File: src/rtl/arm_pkg.sv
// Shared encodings for the ARM pipeline: ALU commands, DP opcodes,
// condition codes, instruction modes and status-register bit positions.
package arm_pkg;

  localparam logic [3:0] EXE_NOP = 4'b0000;
  localparam logic [3:0] EXE_MOV = 4'b0001;
  localparam logic [3:0] EXE_ADD = 4'b0010;
  localparam logic [3:0] EXE_ADC = 4'b0011;
  localparam logic [3:0] EXE_SUB = 4'b0100;
  localparam logic [3:0] EXE_SBC = 4'b0101;
  localparam logic [3:0] EXE_AND = 4'b0110;
  localparam logic [3:0] EXE_ORR = 4'b0111;
  localparam logic [3:0] EXE_EOR = 4'b1000;
  localparam logic [3:0] EXE_MVN = 4'b1001;

  localparam logic [3:0] OP_AND = 4'b0000;
  localparam logic [3:0] OP_EOR = 4'b0001;
  localparam logic [3:0] OP_SUB = 4'b0010;
  localparam logic [3:0] OP_ADD = 4'b0100;
  localparam logic [3:0] OP_ADC = 4'b0101;
  localparam logic [3:0] OP_SBC = 4'b0110;
  localparam logic [3:0] OP_TST = 4'b1000;
  localparam logic [3:0] OP_CMP = 4'b1010;
  localparam logic [3:0] OP_ORR = 4'b1100;
  localparam logic [3:0] OP_MOV = 4'b1101;
  localparam logic [3:0] OP_MVN = 4'b1111;

  localparam logic [3:0] COND_EQ = 4'b0000;
  localparam logic [3:0] COND_NE = 4'b0001;
  localparam logic [3:0] COND_CS = 4'b0010;
  localparam logic [3:0] COND_CC = 4'b0011;
  localparam logic [3:0] COND_MI = 4'b0100;
  localparam logic [3:0] COND_PL = 4'b0101;
  localparam logic [3:0] COND_VS = 4'b0110;
  localparam logic [3:0] COND_VC = 4'b0111;
  localparam logic [3:0] COND_HI = 4'b1000;
  localparam logic [3:0] COND_LS = 4'b1001;
  localparam logic [3:0] COND_GE = 4'b1010;
  localparam logic [3:0] COND_LT = 4'b1011;
  localparam logic [3:0] COND_GT = 4'b1100;
  localparam logic [3:0] COND_LE = 4'b1101;
  localparam logic [3:0] COND_AL = 4'b1110;
  localparam logic [3:0] COND_NV = 4'b1111;

  localparam logic [1:0] MODE_DP  = 2'b00;
  localparam logic [1:0] MODE_MEM = 2'b01;
  localparam logic [1:0] MODE_BR  = 2'b10;

  localparam int SR_N = 3;
  localparam int SR_Z = 2;
  localparam int SR_C = 1;
  localparam int SR_V = 0;

  typedef struct packed {
    logic       wb_en;
    logic       mem_r_en;
    logic       mem_w_en;
    logic       b;
    logic       s;
    logic [3:0] exe_cmd;
  } ctrl_t;

endpackage

File: src/rtl/register_file.sv
// Architectural register file R0..R(NUM_REGS-1): two async read ports with
// write-through bypass, one sync write port; index NUM_REGS reads the PC.
module register_file #(
  parameter int DATA_W   = 32,
  parameter int NUM_REGS = 15
) (
  input  logic              clk,
  input  logic              rst,
  input  logic [3:0]        rd_idx1,
  input  logic [3:0]        rd_idx2,
  input  logic [DATA_W-1:0] pc_in,
  input  logic              wr_en,
  input  logic [3:0]        wr_idx,
  input  logic [DATA_W-1:0] wr_data,
  output logic [DATA_W-1:0] rd_data1,
  output logic [DATA_W-1:0] rd_data2
);

  localparam logic [3:0] PC_IDX = 4'(NUM_REGS);

  logic [DATA_W-1:0] regs_q [NUM_REGS];

  always_ff @(posedge clk or posedge rst) begin
    if (rst) begin
      for (int i = 0; i < NUM_REGS; i++) regs_q[i] <= DATA_W'(i);
    end else if (wr_en && wr_idx != PC_IDX) begin
      regs_q[wr_idx] <= wr_data;
    end
  end

  // PC mapping takes priority so a stray write to R15 never shadows the PC.
  always_comb begin
    rd_data1 = '0;
    if (rd_idx1 == PC_IDX)                 rd_data1 = pc_in;
    else if (wr_en && wr_idx == rd_idx1)   rd_data1 = wr_data;
    else                                   rd_data1 = regs_q[rd_idx1];
  end

  always_comb begin
    rd_data2 = '0;
    if (rd_idx2 == PC_IDX)                 rd_data2 = pc_in;
    else if (wr_en && wr_idx == rd_idx2)   rd_data2 = wr_data;
    else                                   rd_data2 = regs_q[rd_idx2];
  end

endmodule

File: src/rtl/id_stage.sv
// Instruction decode stage: control decode, condition evaluation, hazard/condition
// suppression and operand fetch from the register file.
module id_stage
  import arm_pkg::*;
#(
  parameter int DATA_W   = 32,
  parameter int NUM_REGS = 15
) (
  input  logic              clk,
  input  logic              rst,
  input  logic [31:0]       instr,
  input  logic [DATA_W-1:0] pc_in,
  input  logic [3:0]        sr_in,
  input  logic              hazard,
  input  logic              wb_wb_en,
  input  logic [3:0]        wb_dest,
  input  logic [DATA_W-1:0] wb_value,
  output logic              wb_en,
  output logic              mem_r_en,
  output logic              mem_w_en,
  output logic              b,
  output logic              s,
  output logic [3:0]        exe_cmd,
  output logic [DATA_W-1:0] value_rn,
  output logic [DATA_W-1:0] value_rm,
  output logic [11:0]       shift_operand,
  output logic              imm,
  output logic [23:0]       imm_signed_24,
  output logic [3:0]        dest,
  output logic [DATA_W-1:0] pc,
  output logic [3:0]        src1,
  output logic [3:0]        src2,
  output logic              two_src
);

  logic [3:0] cond_f;
  logic [1:0] mode_f;
  logic       i_f;
  logic [3:0] opcode_f;
  logic       s_f;
  logic [3:0] rn_f;
  logic [3:0] rd_f;
  logic [3:0] rm_f;

  assign cond_f   = instr[31:28];
  assign mode_f   = instr[27:26];
  assign i_f      = instr[25];
  assign opcode_f = instr[24:21];
  assign s_f      = instr[20];
  assign rn_f     = instr[19:16];
  assign rd_f     = instr[15:12];
  assign rm_f     = instr[3:0];

  logic sr_n, sr_z, sr_c, sr_v;
  assign sr_n = sr_in[SR_N];
  assign sr_z = sr_in[SR_Z];
  assign sr_c = sr_in[SR_C];
  assign sr_v = sr_in[SR_V];

  ctrl_t ctrl_raw;
  ctrl_t ctrl_out;
  logic  cond_ok;
  logic  kill;
  logic  is_str;

  always_comb begin
    ctrl_raw = '0;
    unique case (mode_f)
      MODE_DP: begin
        ctrl_raw.s     = s_f;
        ctrl_raw.wb_en = 1'b1;
        case (opcode_f)
          OP_MOV:  ctrl_raw.exe_cmd = EXE_MOV;
          OP_MVN:  ctrl_raw.exe_cmd = EXE_MVN;
          OP_ADD:  ctrl_raw.exe_cmd = EXE_ADD;
          OP_ADC:  ctrl_raw.exe_cmd = EXE_ADC;
          OP_SUB:  ctrl_raw.exe_cmd = EXE_SUB;
          OP_SBC:  ctrl_raw.exe_cmd = EXE_SBC;
          OP_AND:  ctrl_raw.exe_cmd = EXE_AND;
          OP_ORR:  ctrl_raw.exe_cmd = EXE_ORR;
          OP_EOR:  ctrl_raw.exe_cmd = EXE_EOR;
          OP_CMP: begin
            ctrl_raw.exe_cmd = EXE_SUB;
            ctrl_raw.wb_en   = 1'b0;
          end
          OP_TST: begin
            ctrl_raw.exe_cmd = EXE_AND;
            ctrl_raw.wb_en   = 1'b0;
          end
          default: begin
            ctrl_raw.exe_cmd = EXE_NOP;
            ctrl_raw.wb_en   = 1'b0;
          end
        endcase
      end
      MODE_MEM: begin
        ctrl_raw.exe_cmd  = EXE_ADD;
        ctrl_raw.mem_r_en = s_f;
        ctrl_raw.wb_en    = s_f;
        ctrl_raw.mem_w_en = ~s_f;
      end
      MODE_BR: begin
        ctrl_raw.b = 1'b1;
      end
      default: ctrl_raw = '0;
    endcase
  end

  always_comb begin
    cond_ok = 1'b0;
    case (cond_f)
      COND_EQ: cond_ok = sr_z;
      COND_NE: cond_ok = ~sr_z;
      COND_CS: cond_ok = sr_c;
      COND_CC: cond_ok = ~sr_c;
      COND_MI: cond_ok = sr_n;
      COND_PL: cond_ok = ~sr_n;
      COND_VS: cond_ok = sr_v;
      COND_VC: cond_ok = ~sr_v;
      COND_HI: cond_ok = sr_c & ~sr_z;
      COND_LS: cond_ok = ~sr_c | sr_z;
      COND_GE: cond_ok = (sr_n == sr_v);
      COND_LT: cond_ok = (sr_n != sr_v);
      COND_GT: cond_ok = ~sr_z & (sr_n == sr_v);
      COND_LE: cond_ok = sr_z | (sr_n != sr_v);
      COND_AL: cond_ok = 1'b1;
      COND_NV: cond_ok = 1'b0;
      default: cond_ok = 1'b0;
    endcase
  end

  assign kill     = hazard | ~cond_ok;
  assign ctrl_out = kill ? ctrl_t'('0) : ctrl_raw;

  assign wb_en    = ctrl_out.wb_en;
  assign mem_r_en = ctrl_out.mem_r_en;
  assign mem_w_en = ctrl_out.mem_w_en;
  assign b        = ctrl_out.b;
  assign s        = ctrl_out.s;
  assign exe_cmd  = ctrl_out.exe_cmd;

  // A store reads Rd as its data operand, so it is the second live source.
  assign is_str  = (mode_f == MODE_MEM) && !s_f;
  assign src1    = rn_f;
  assign src2    = is_str ? rd_f : rm_f;
  assign two_src = ~i_f | is_str;

  assign shift_operand = instr[11:0];
  assign imm           = i_f;
  assign imm_signed_24 = instr[23:0];
  assign dest          = rd_f;
  assign pc            = pc_in;

  register_file #(
    .DATA_W   (DATA_W),
    .NUM_REGS (NUM_REGS)
  ) u_register_file (
    .clk      (clk),
    .rst      (rst),
    .rd_idx1  (rn_f),
    .rd_idx2  (src2),
    .pc_in    (pc_in),
    .wr_en    (wb_wb_en),
    .wr_idx   (wb_dest),
    .wr_data  (wb_value),
    .rd_data1 (value_rn),
    .rd_data2 (value_rm)
  );

endmodule

File: config.mk
export PLATFORM = sky130hd
export DESIGN_NAME = id_stage
export DESIGN_NICKNAME = d
export VERILOG_FILES = /design/src/rtl/arm_pkg.sv /design/src/rtl/register_file.sv /design/src/rtl/id_stage.sv
export SDC_FILE = /design/constraint.sdc
export NUM_CORES = 1
export LEC_CHECK = 0
export CAP_MARGIN = 20
export CORE_AREA = 4 4 222 224
export CTS_CLUSTER_SIZE = 25
export DETAILED_ROUTE_END_ITERATION = 7
export DIE_AREA = 0 0 226 228
export PLACE_DENSITY = 0.89
export SKIP_CTS_REPAIR_TIMING = 1
export SLEW_MARGIN = 20
export SYNTH_ARGS = -nofsm -noshare
export SYNTH_HDL_FRONTEND = slang
export SYNTH_HIERARCHICAL = 1
export SYNTH_SLANG_ARGS = --single-unit
File: constraint.sdc
create_clock -name clk -period 47.3 [get_ports clk]
set_input_delay 14.19 -clock clk [delete_from_list [all_inputs] [get_ports clk]]
set_output_delay 14.19 -clock clk [all_outputs]
set_load 0.02 [all_outputs]
# After elaboration in Yosys (flattened, before gate mapping)

Cells that the tools add are included.
Widths: inputs -> output; s select.

Output and inout bits: 155
Bits in registers: 480
Bits of input ports: 108

Equal/unequal tests: 34
Magnitude comparators: 4
Reductions and logical operators: 12
Bitwise logic cells: 16
Mux-type cells: 23

Operator list:

| cell               | number |
|---|---|
| $bwmux 480         | 1 |
| $mux 32            | 9 |
| $bmux 32 s4        | 2 |
| $demux 32 s4       | 1 |
| $eq 4x4->1 const B | 15 |
| $pmux 4 s9         | 1 |
| $eq 4x3->1 const B | 7 |
| $pmux 1 s16        | 1 |
| $ge 5x5->1 const B | 3 |
| $not 4->5          | 3 |
| $eq 4x2->1 const B | 3 |
| $mux 9             | 1 |
| $reduce_or 9->1    | 1 |
| $eq 4x1->1 const B | 2 |
| $eq 4x4->1         | 2 |
| $logic_not 4->1    | 2 |
| $pmux 4 s2         | 1 |
| $not 1->1          | 7 |
| $logic_and 1x1->1  | 5 |
| $lt 5x1->1 const B | 1 |
| $mux 4             | 1 |
| $ne 4x4->1 const B | 1 |
| $or 1x1->1         | 4 |
| $reduce_or 2->1    | 2 |
| other kinds (10)   | 13 |

# Depth between registers and ports, before layout

Depth in word-level cells: 9
Mapped depth: 14
Gate-level depth less buffers: 8

# By module

Netlist, hierarchy kept.

Modules (own cells, without submodules):

| module        | area each (um2) | cells each | times used |
|---|---|---|---|
| register_file | 27032.2         | 2056       | 1 |
| id_stage      | 1062.3          | 147        | 1 |

# Worst setup path after synthesis

OpenSTA, ideal clock, no wires.

Path kind: input-to-output
From: in instr[26]
To: out value_rm[0]
Buffers on the path: 6
Arrival time: 16901 ps
Cell stages on the path: 14
Setup slack: 16209 ps
Path through: clkbuf_1 -> or3b_2 -> clkbuf_1 -> nand2_1 -> nand2_1 -> buf_2 -> buf_4 -> buf_4 -> nor2b_1 -> clkbuf_1 -> nand2_1 -> o211ai_1 -> a311oi_1 -> nor2_1

Longest elaborated chain between the ends: 9
Elaborated cells on any way between the ends: 12

RTL lines:

| item                                        | RTL line            | RTL |
|---|---|---|
| start: declaration                          | id_stage.sv:11      | `input logic [31:0] instr,` |
| $eq 2x1->1 (*)                              | id_stage.sv:143     | `assign is_str = (mode_f == MODE_MEM) && !s_f;` |
| $logic_and 1x1->1 (*)                       | id_stage.sv:143     |  |
| $mux 4 (*)                                  | id_stage.sv:145     | `assign src2 = is_str ? rd_f : rm_f;` |
| via src2[0]                                 | id_stage.sv:32      | `output logic [3:0] src2,` |
| $not 4->5 (not written as such)             | register_file.sv:43 | `else rd_data2 = regs_q[rd_idx2];` |
| $bmux 32 s4                                 | register_file.sv:43 |  |
| $mux 32 (not written as such) (2 in series) | register_file.sv:43 |  |
| $mux 32                                     | register_file.sv:42 | `else if (wr_en && wr_idx == rd_idx2) rd_data2 = wr_data;` |
| $mux 32 (*)                                 | register_file.sv:41 | `if (rd_idx2 == PC_IDX) rd_data2 = pc_in;` |
| end: declaration                            | id_stage.sv:25      | `output logic [DATA_W-1:0] value_rm,` |

Mark *: on every way through the listed nets, which the timed path passes. The rest lies on a longest branch. The select of a mux whose other input is x is not followed.

# Final worst setup path

From: in instr[26]
To: out value_rm[21]

Longest elaborated chain between the ends: 9
Elaborated cells on any way between the ends: 12

RTL lines:

| item                                        | RTL line |
|---|---|
| $eq 2x1->1 (*)                              | id_stage.sv:143 |
| $logic_and 1x1->1 (*)                       | id_stage.sv:143 |
| $mux 4 (*)                                  | id_stage.sv:145 |
| $not 4->5 (not written as such)             | register_file.sv:43 |
| $bmux 32 s4                                 | register_file.sv:43 |
| $mux 32 (not written as such) (2 in series) | register_file.sv:43 |
| $mux 32                                     | register_file.sv:42 |
| $mux 32 (*)                                 | register_file.sv:41 |

Every way passes the cells marked *; elsewhere a longest branch is shown, timed or not. The select of a mux whose other input is x is not followed.

==> flow_summary.ini <==
[status]
outcome = completed

[clocking]
cts-root-buf = sky130_fd_sc_hd__clkbuf_16
tritoncts_clock_tree = built
cts-htree-levels = 2
cts_made_buffers = 48
worst_skew_pair.late_latency_ns = 0.57
clk_pin_slew_worst_paths_ns = 0.05
clkSinkCount = 480
max-clock-path-buffers = 3

[power_and_ir_drop]
leakage_power_figure_uw = 0.01297
peakVddDrop_uv = 29.61
cellPowerDensity_nw_per_um2 = 42.95

[floorplanning]
floorplan.io_pins = 263
chipHeight_um = 228
fp-row-count = 80
die_width_um = 226
dieArea_um2 = 51530
coreArea_um2 = 47350
start_util_pct = 59.34

[sta]
finClkSkew_ns = 0
tcrit_tclk_final_pct = 71.50
finalWorstPathRequiredPeriod_ns = 33.82
max_slew.worst_pin.slew_ns = 1.217
timing.max_slew.rel_slack_pct = 18.68
timing.fmax_ghz = 0.02957
unrepaired_setup_endpoints_after_global_routing = no
setup_viol_count_final = 0
drv_slew = 0
finalHoldViolCount = 0
fin_worst_hold_slack_ns = 0.5030
fin_tns_setup_ns = 0

[cells_and_area]
finalNetCount = 2348
largest_register_ffs = 480
final_util_pct = 67.20
diodes = 0
area.growth.synth_to_final_pct = 13.24
drive_above_1_share_pct = 31.32
top_register = u_register_file/regs_q
reg_top3 = u_register_file/regs_q (480)
final-instance-count-excl-fill = 2888

[critical_path]
crit_path_slowest_cell = sky130_fd_sc_hd__buf_4
timing.critical_path.required_ns = 33.11
timing.critical_path.fanout_max = 55
critPathMaxStageDelay_ns = 0.84
critical_path.endpoint_type = output pin
start_kind = primary input
crit_type = in2out
path_cells = clkdlybuf4s50_1 -> nor3b_1 -> nand2_1 -> nand2_4 -> buf_4 -> buf_4 -> mux4_2 -> mux2i_1 -> nor2_1 -> a311oi_1 -> nor2_1 -> clkdlybuf4s50_1
worst_ep_arrival_time_ns = 19.63

[synth]
flip_flop_and_latch_count_after_synthesis = 480
yosysWarnings = 6
synth_area_um2 = 28090
postSynth.asyncResetShare_pct = 100.0
synth.yosys.seq_area_share_pct = 42.88
synth_enable_flop_cells = 0
synthFlopType = sky130_fd_sc_hd__dfrtp_1
synth_largest_type_area_fraction_pct = 40.26
synthDominantAreaCellType = sky130_fd_sc_hd__dfrtp_1
mappedNetlistNets = 2311
synth.distinct_cells = 50
synthCells = 2203
postSynthAreaPerCell_um2 = 12.75
synth_top_cells_by_area = sky130_fd_sc_hd__dfrtp_1 (40%), sky130_fd_sc_hd__mux2_2 (13%), sky130_fd_sc_hd__mux4_2 (13%)

[global_routing]
grt_start_max_net_pins = 157
grt-ovfl-total = 0
total_routing_usage_reported_by_global_routing_pct = 31.71
grt_pass1_wl_um = 127200
first_global_vias = 21760
antenna_found_initial = 2

[routing]
drcViolationCount = 0
routed_wl_um = 84010
drt-vias-per-instance = 7.165
drtIter0Drc = 2427
route.vias.total = 20690
detail_route.wl_per_cell_um = 29.09
ant_nets = 0
dr.pass1.iters = 6

[placement]
dp.final_hpwl_um = 48810
post-place-cells = 2805
routabilityCongestion = 0.8537
numPortBuffers = 238

[flow_run]
cap_violations = 0

[hold_path]
timing.hold.worst.class = reg2reg
layer usage:
metal / up-vias / part of all wire (%) / track usage [%]
met2: 1430 / 48 / 51.95
met5: - / 0.015 / 0
met1: 10510 / 35 / 38.49
met4: 2 / 6.9 / 19.30
li1: 8291 / - / -
met3: 463 / 9.4 / 6.814
through the flow:
step | cell area, um2 | total power (uW) | setup slack [ns]
2_1_floorplan | 28090 | 842.1 | 16.21
3_3_place_gp | 30150 | 934.9 | 13.64
3_5_place_dp | 30180 | 963.3 | 13.60
4_1_cts | 31800 | 1361 | 13.49
5_1_grt | 31810 | 1415 | 13.17
6_report | 31810 | 1366 | 13.48
kinds of logic (layout without fill, tap and decap cells):
| family | Yosys count | after routing | synth area share (%) |
|---|---|---|---|
| buffers and inverters | 297 | 367 | 5.576 |
| DFF | 480 | 480 | 42.88 |
| AOI/OAI and AO/OA | 247 | 247 | 7.406 |
| and+or+nand+nor | 364 | 364 | 5.839 |
| xor gates and xnor gates | 12 | 12 | 0.4008 |
| muxes | 803 | 803 | 37.90 |
where the power goes:
| part | switching [uW] | internal (uW) |
|---|---|---|
| clock network | 160 | 233 |
| logic | 175 | 209 |
| registers | 77.8 | 511 |
| total | 413 | 953 |
cells in the mapped netlist, drive strengths merged (3+ instances only):
cell type,n
a2111oi,35
a211oi,32
a21oi,36
a2bb2oi,32
a311oi,31
buf,173
clkbuf,120
dfrtp,452
dfstp,28
inv,4
mux2,483
mux2i,160
mux4,160
nand2,53
nand2b,12
nand3,3
nand3b,4
nand4,3
nor2,176
nor2b,37
nor3,65
nor3b,5
o211ai,32
o21ai,7
o22ai,36
xnor2,8
xor2,4
worst paths after layout:
kind                                             start  cells past startpoint                           to  slack [ns]
max                                          instr[26]                     12                 value_rm[21]       13.48
min                        u_register_file/regs_q[233]                      1  u_register_file/regs_q[233]        0.50
max reg2reg                u_register_file/regs_q[215]                      1  u_register_file/regs_q[215]       46.43
min reg2reg                u_register_file/regs_q[233]                      1  u_register_file/regs_q[233]        0.50
max in group asynchronous                          rst                      4  u_register_file/regs_q[239]       30.94
min in group asynchronous                          rst                      2  u_register_file/regs_q[383]       14.15
area by class of cell:
cell class                      count  area [um2]
Clock inverter                     11       165.2
Multi-Input combinational cell   1426       14630
Timing Repair Buffer              280        2724
Tap cell                          615       769.5
Fill cell                        3041       15530
Inverter                            4       27.53
Clock buffer                       72        1453
Sequential cell                   480       12050
critical path: cells and delay by family:
kind	cells	cell delay, ns
AOI/OAI and AO/OA	1	0.31
buffers and inverters	4	2.84
muxes	2	0.77
and+or+nand+nor	5	1.41
cell usage in the layout, fill, tap and decap left out, drive strengths merged, types with 35 or more instances in the layout:
cell,netlist,routed
mux2,483,483
dfrtp,452,452
clkdlybuf4s50,0,234
nor2,176,176
mux2i,160,160
mux4,160,160
clkbuf,120,72
nor3,65,65
nand2,53,53
buf,173,46
nor2b,37,37
o22ai,36,36
a21oi,36,36
a2111oi,35,35
Note: power is estimated with default switching activity, not from simulation.
